==> config.mk <==
export PLATFORM = sky130hd
export DESIGN_NAME = gmii_fifo_writer
export DESIGN_NICKNAME = d
export VERILOG_FILES = /design/src/rtl/gmii_fifo_writer.sv
export SDC_FILE = /design/constraint.sdc
export NUM_CORES = 1
export LEC_CHECK = 0
export ABC_AREA = 1
export CAP_MARGIN = 40
export CELL_PAD_IN_SITES_DETAIL_PLACEMENT = 1
export CELL_PAD_IN_SITES_GLOBAL_PLACEMENT = 1
export CORE_UTILIZATION = 33
export CTS_CLUSTER_SIZE = 10
export DETAILED_ROUTE_END_ITERATION = 10
export PLACE_DENSITY_LB_ADDON = 0.05
export SLEW_MARGIN = 20
export SYNTH_ARGS = -nofsm -noshare
export SYNTH_HDL_FRONTEND = slang
export SYNTH_SLANG_ARGS = --single-unit
export TNS_END_PERCENT = 20
==> constraint.sdc <==
create_clock -name clk -period 1.9 [get_ports clk]
set_clock_uncertainty 0.15 [all_clocks]
set_input_delay 0.38 -clock clk [delete_from_list [all_inputs] [get_ports clk]]
set_output_delay 0.38 -clock clk [all_outputs]
set_load 0.01 [all_outputs]
==> src/rtl/gmii_fifo_writer.sv <==
// GMII receive front end: packs {en, er, data} words into the passthrough FIFO
// with frame admission, guaranteed inter-frame gap, idle compression and overflow truncation.
module gmii_fifo_writer #(
  parameter int          DATA_WIDTH = 8,
  parameter logic [7:0]  START_MAX  = 8'd200,
  parameter logic [7:0]  FULL_MARK  = 8'd252,
  parameter logic [7:0]  MIN_FILL   = 8'd4,
  parameter logic [3:0]  IFG_MIN    = 4'd12
) (
  input  logic                  clk,
  input  logic                  rst,
  input  logic                  gmii_rx_dv,
  input  logic                  gmii_rx_er,
  input  logic [DATA_WIDTH-1:0] gmii_rxd,
  input  logic [7:0]            usedw,
  output logic                  wrreq,
  output logic [DATA_WIDTH+1:0] FIFO_wrdata,
  output logic [15:0]           drop_cnt,
  output logic [15:0]           trunc_cnt
);

  localparam logic [7:0] GUARD_LVL = 8'd254;

  typedef enum logic [1:0] {IDLE, PASS, DROP, IFG} state_t;

  state_t                state_q, state_d;
  logic                  dv_prev_q;
  logic [3:0]            ifg_cnt_q, ifg_cnt_d;
  logic                  trunc_flag_q, trunc_flag_d;
  logic                  wrreq_q, wrreq_d;
  logic [DATA_WIDTH+1:0] data_q, data_d;
  logic [15:0]           drop_q, drop_d;
  logic [15:0]           trunc_q, trunc_d;

  logic                  start;
  logic                  idle_ok;
  logic                  want;
  logic [DATA_WIDTH+1:0] word;

  assign start   = gmii_rx_dv & ~dv_prev_q;
  assign idle_ok = (usedw < MIN_FILL);

  always_comb begin
    state_d      = state_q;
    ifg_cnt_d    = ifg_cnt_q;
    trunc_flag_d = trunc_flag_q;
    drop_d       = drop_q;
    trunc_d      = trunc_q;
    want         = 1'b0;
    word         = '0;
    case (state_q)
      IDLE, IFG: begin
        if (start) begin
          if (usedw <= START_MAX) begin
            state_d = PASS;
            want    = 1'b1;
            word    = {1'b1, gmii_rx_er, gmii_rxd};
          end else begin
            state_d      = DROP;
            trunc_flag_d = 1'b0;
            drop_d       = drop_q + 16'd1;
          end
        end else if (state_q == IFG) begin
          want      = 1'b1;
          ifg_cnt_d = ifg_cnt_q - 4'd1;
          if (ifg_cnt_q <= 4'd1) state_d = IDLE;
        end else begin
          want = idle_ok;
        end
      end
      PASS: begin
        if (gmii_rx_dv) begin
          want = 1'b1;
          if (usedw >= FULL_MARK) begin
            word         = {1'b1, 1'b1, gmii_rxd};
            state_d      = DROP;
            trunc_flag_d = 1'b1;
            trunc_d      = trunc_q + 16'd1;
          end else begin
            word = {1'b1, gmii_rx_er, gmii_rxd};
          end
        end else begin
          // The dv-fall cycle carries the first gap word, so the counter holds the remainder.
          state_d   = IFG;
          ifg_cnt_d = IFG_MIN - 4'd1;
          want      = 1'b1;
        end
      end
      DROP: begin
        if (gmii_rx_dv) begin
          want = idle_ok;
        end else if (trunc_flag_q) begin
          state_d   = IFG;
          ifg_cnt_d = IFG_MIN - 4'd1;
          want      = 1'b1;
        end else begin
          state_d = IDLE;
          want    = idle_ok;
        end
      end
      default: state_d = IDLE;
    endcase
    wrreq_d = want & (usedw < GUARD_LVL);
    data_d  = wrreq_d ? word : '0;
  end

  always_ff @(posedge clk or posedge rst) begin
    if (rst) begin
      state_q      <= IDLE;
      // Treat dv as already high so a frame in progress at release is skipped.
      dv_prev_q    <= 1'b1;
      ifg_cnt_q    <= '0;
      trunc_flag_q <= 1'b0;
      wrreq_q      <= 1'b0;
      data_q       <= '0;
      drop_q       <= '0;
      trunc_q      <= '0;
    end else begin
      state_q      <= state_d;
      dv_prev_q    <= gmii_rx_dv;
      ifg_cnt_q    <= ifg_cnt_d;
      trunc_flag_q <= trunc_flag_d;
      wrreq_q      <= wrreq_d;
      data_q       <= data_d;
      drop_q       <= drop_d;
      trunc_q      <= trunc_d;
    end
  end

  assign wrreq       = wrreq_q;
  assign FIFO_wrdata = data_q;
  assign drop_cnt    = drop_q;
  assign trunc_cnt   = trunc_q;

endmodule

==> run metrics <==
fin crit period 1850 ps; DRT iter0 DRCs 74; Die Height 97.6 um; Post-Syn Instances 402; Worst-Skew Late Latency 310 ps; fmax 541 MHz; Sw Ratio 0.375; CP Capture Type output port; dpl cells 590; Max rail drop VDD 0.398 mV; Hold Vio Cnt, Final 0; Site Rows 34; CTS root buf clkbuf_8; nets@finish 518; post-layout util 0.466; run status finished with violations; via count 2944; routability cong. 0.846; Yosys cell types 29; Clock Power Share 0.211; Diodes inserted 0; count of final setup violators 0; R2R Path End drop_cnt[10]; EDFF count, synth 0; CP Launch Type flip-flop; Seq pwr share 0.349; Arrival @ worst endpoint 1320 ps; Synth warnings 0; drt via density 4.92; Placed Area 0.00394 mm^2; Comb power frac 0.440; final instance area 0.00410 mm^2; largest net degree at the start of global routing 33; Fillers 1112; Rel. slew slack 0.691; initial antenna violation count 0; vias in the first global route 2981; H-tree depth 2; violated checks DRC; fin crit share 0.973; FF+latch count, synth 51; RSZ-0062 raised after global routing no; non-filler cells, final 598; Die X-Extent 97.6 um; drt total wl 8.32 mm; CP Class reg2out; multi-input logic area 0.00149 mm^2; Post-DP HPWL 6.52 mm; max-cap violations 0; CTS clk-pin slew, worst paths 100 ps; Core Area 0.00881 mm^2; crit-path cells clkdlybuf4s50_1; internal power 2.73 mW; drt first pass iters 9; CTS tree yes; Buf/Inv on CP 1; Crit path max-delay family buffers and inverters; Register-to-Register Setup Slack 120 ps; Slowest cell on crit path clkdlybuf4s50_1; Psw 1.64 mW; area delta synth->final 35.9%; R2R depth 8; power density over the cells 1060 mW/mm^2; drt wl/cell 13.9 um; Post-synth ARST share 1.00; register area 0.00128 mm^2; Num CTS Buffers 5; post-synthesis sequential area ratio 0.423; Remaining Overflow, GRT 0; IO buf count 62; num ports 63; Synth Area per Inst 7.50 um^2; detailed-route DRC error count 13; Starting Density 0.343; Final Max Slew Viols 0; maximum fanout along the worst path 5; Tot GR Track Use 0.182; Required @ worst endpoint 1370 ps; first-pass GRT wire length 14.2 mm; Post-synth top flop dfrtp_1; share of layout cells above drive strength 1 0.122; Hold Path Class in2async; clk sink count 51; Mapped Nets 431; worst slew pin tran 460 ps; ANT nets after route 0; Netlist Area Pre-Place 0.00302 mm^2; Pleak 1.94 nW; Die ar. 0.00953 mm^2; Slowest Stage Delay on Critical Path 570 ps; postcts setup bufs 0; RR Startpoint state_q[0]; CTS Buffer Depth 2
## cell usage after synthesis (2+ instances only)
cell	count	area, um^2
nand4_1	18	113
inv_1	47	176
nor2_1	47	176
buf_6	3	33.8
clkbuf_1	3	11.3
nor2_4	2	22.5
a21oi_1	2	10.0
nand2_1	114	428
ha_1	9	113
xor2_1	16	140
o21ai_1	2	10.0
nand3_1	29	145
nor2_2	3	18.8
o21ai_0	28	140
nand2_2	4	25.0
xnor2_1	7	61.3
nor3_1	7	35.0
dfrtp_1	50	1250
## area by class of cell
| type | instances | share of cell area |
|---|---|---|
| well taps | 108 | 0.0330 |
| clock inverters | 3 | 0.0165 |
| repair buffers | 89 | 0.211 |
| multi-input cells | 292 | 0.364 |
| clock buffers | 5 | 0.0168 |
| flip-flops and latches | 51 | 0.313 |
| inverters | 50 | 0.0464 |
## worst max-delay path by stage
stage / startpoint / endpoint / cells after the start
5_1_grt: trunc_cnt[3] / trunc_cnt[3] / 1
3_3_place_gp: usedw[7] / drop_cnt[13] / 9
3_5_place_dp: usedw[7] / drop_cnt[10] / 10
4_1_cts: trunc_cnt[0] / trunc_cnt[0] / 1
2_1_floorplan: rst / FIFO_wrdata[0] / 1
6_report: trunc_cnt[3] / trunc_cnt[3] / 1
## timing repair
| action | in CTS | in global routing |
|---|---|---|
| pin swaps | 0 | 1 |
| setup endpoints to repair | 9 | 18 |
| gates resized for setup | 4 | 7 |
| hold buffers | 0 | 0 |
## power by group through the flow
| stage | clock network (mW) | registers (mW) | logic [mW] |
|---|---|---|---|
| global route | 0.984 | 1.56 | 2.13 |
| floorplan | 0 | 1.59 | 0.981 |
| global placement | 0 | 1.53 | 1.89 |
| CTS | 0.949 | 1.53 | 1.94 |
| finish | 0.919 | 1.52 | 1.92 |
| detailed placement | 0 | 1.54 | 1.92 |
## state kept, by name (all words and copies together), names as in the netlist
| register | count |
|---|---|
| FIFO_wrdata | 10 |
| drop_cnt | 16 |
| dv_prev_q | 1 |
| ifg_cnt_q | 4 |
| state_q | 2 |
| trunc_cnt | 16 |
| trunc_flag_q | 1 |
| wrreq | 1 |
## stage by stage
step / total power [mW] / hold WS (ps) / worst slack (ps) / TNS, ps
2_1_floorplan: 2.57 / 234 / 142 / 0
3_3_place_gp: 3.42 / 359 / -184 / -5610
3_5_place_dp: 3.47 / 356 / -301 / -7800
4_1_cts: 4.42 / 231 / 6.08 / 0
5_1_grt: 4.68 / 244 / 1.74 / 0
6_report: 4.36 / 227 / 52.2 / 0
## logic make-up (layout without fill, tap and decap cells)
kind of cell	count (synthesis)	in the layout	share of synthesized area
AOI/OAI and AO/OA	34	34	0.0585
xor gates and xnor gates	23	23	0.0668
adders and majority gates	9	9	0.0373
buffers and inverters	59	147	0.0867
DFF	51	51	0.423
and+or+nand+nor	226	226	0.327
## cells in the final DEF, fill, tap and decap left out, drive strengths merged, types with 7 or more instances in the layout
| cell type | count |
|---|---|
| nand2 | 118 |
| clkdlybuf4s50 | 61 |
| nor2 | 52 |
| dfrtp | 50 |
| inv | 49 |
| o21ai | 31 |
| nand3 | 30 |
| buf | 27 |
| nand4 | 18 |
| xor2 | 16 |
| ha | 9 |
| nor3 | 7 |
| xnor2 | 7 |
## metal layers
metal  vias up  global-route usage  wire length (um)
met5         -                   0                 0
met4         0              0.0490               109
met3         8              0.0245               272
met2        56               0.341              4360
met1      1429               0.217              3580
li1       1451                   -                 -
Note: power is estimated with default switching activity, not from simulation.
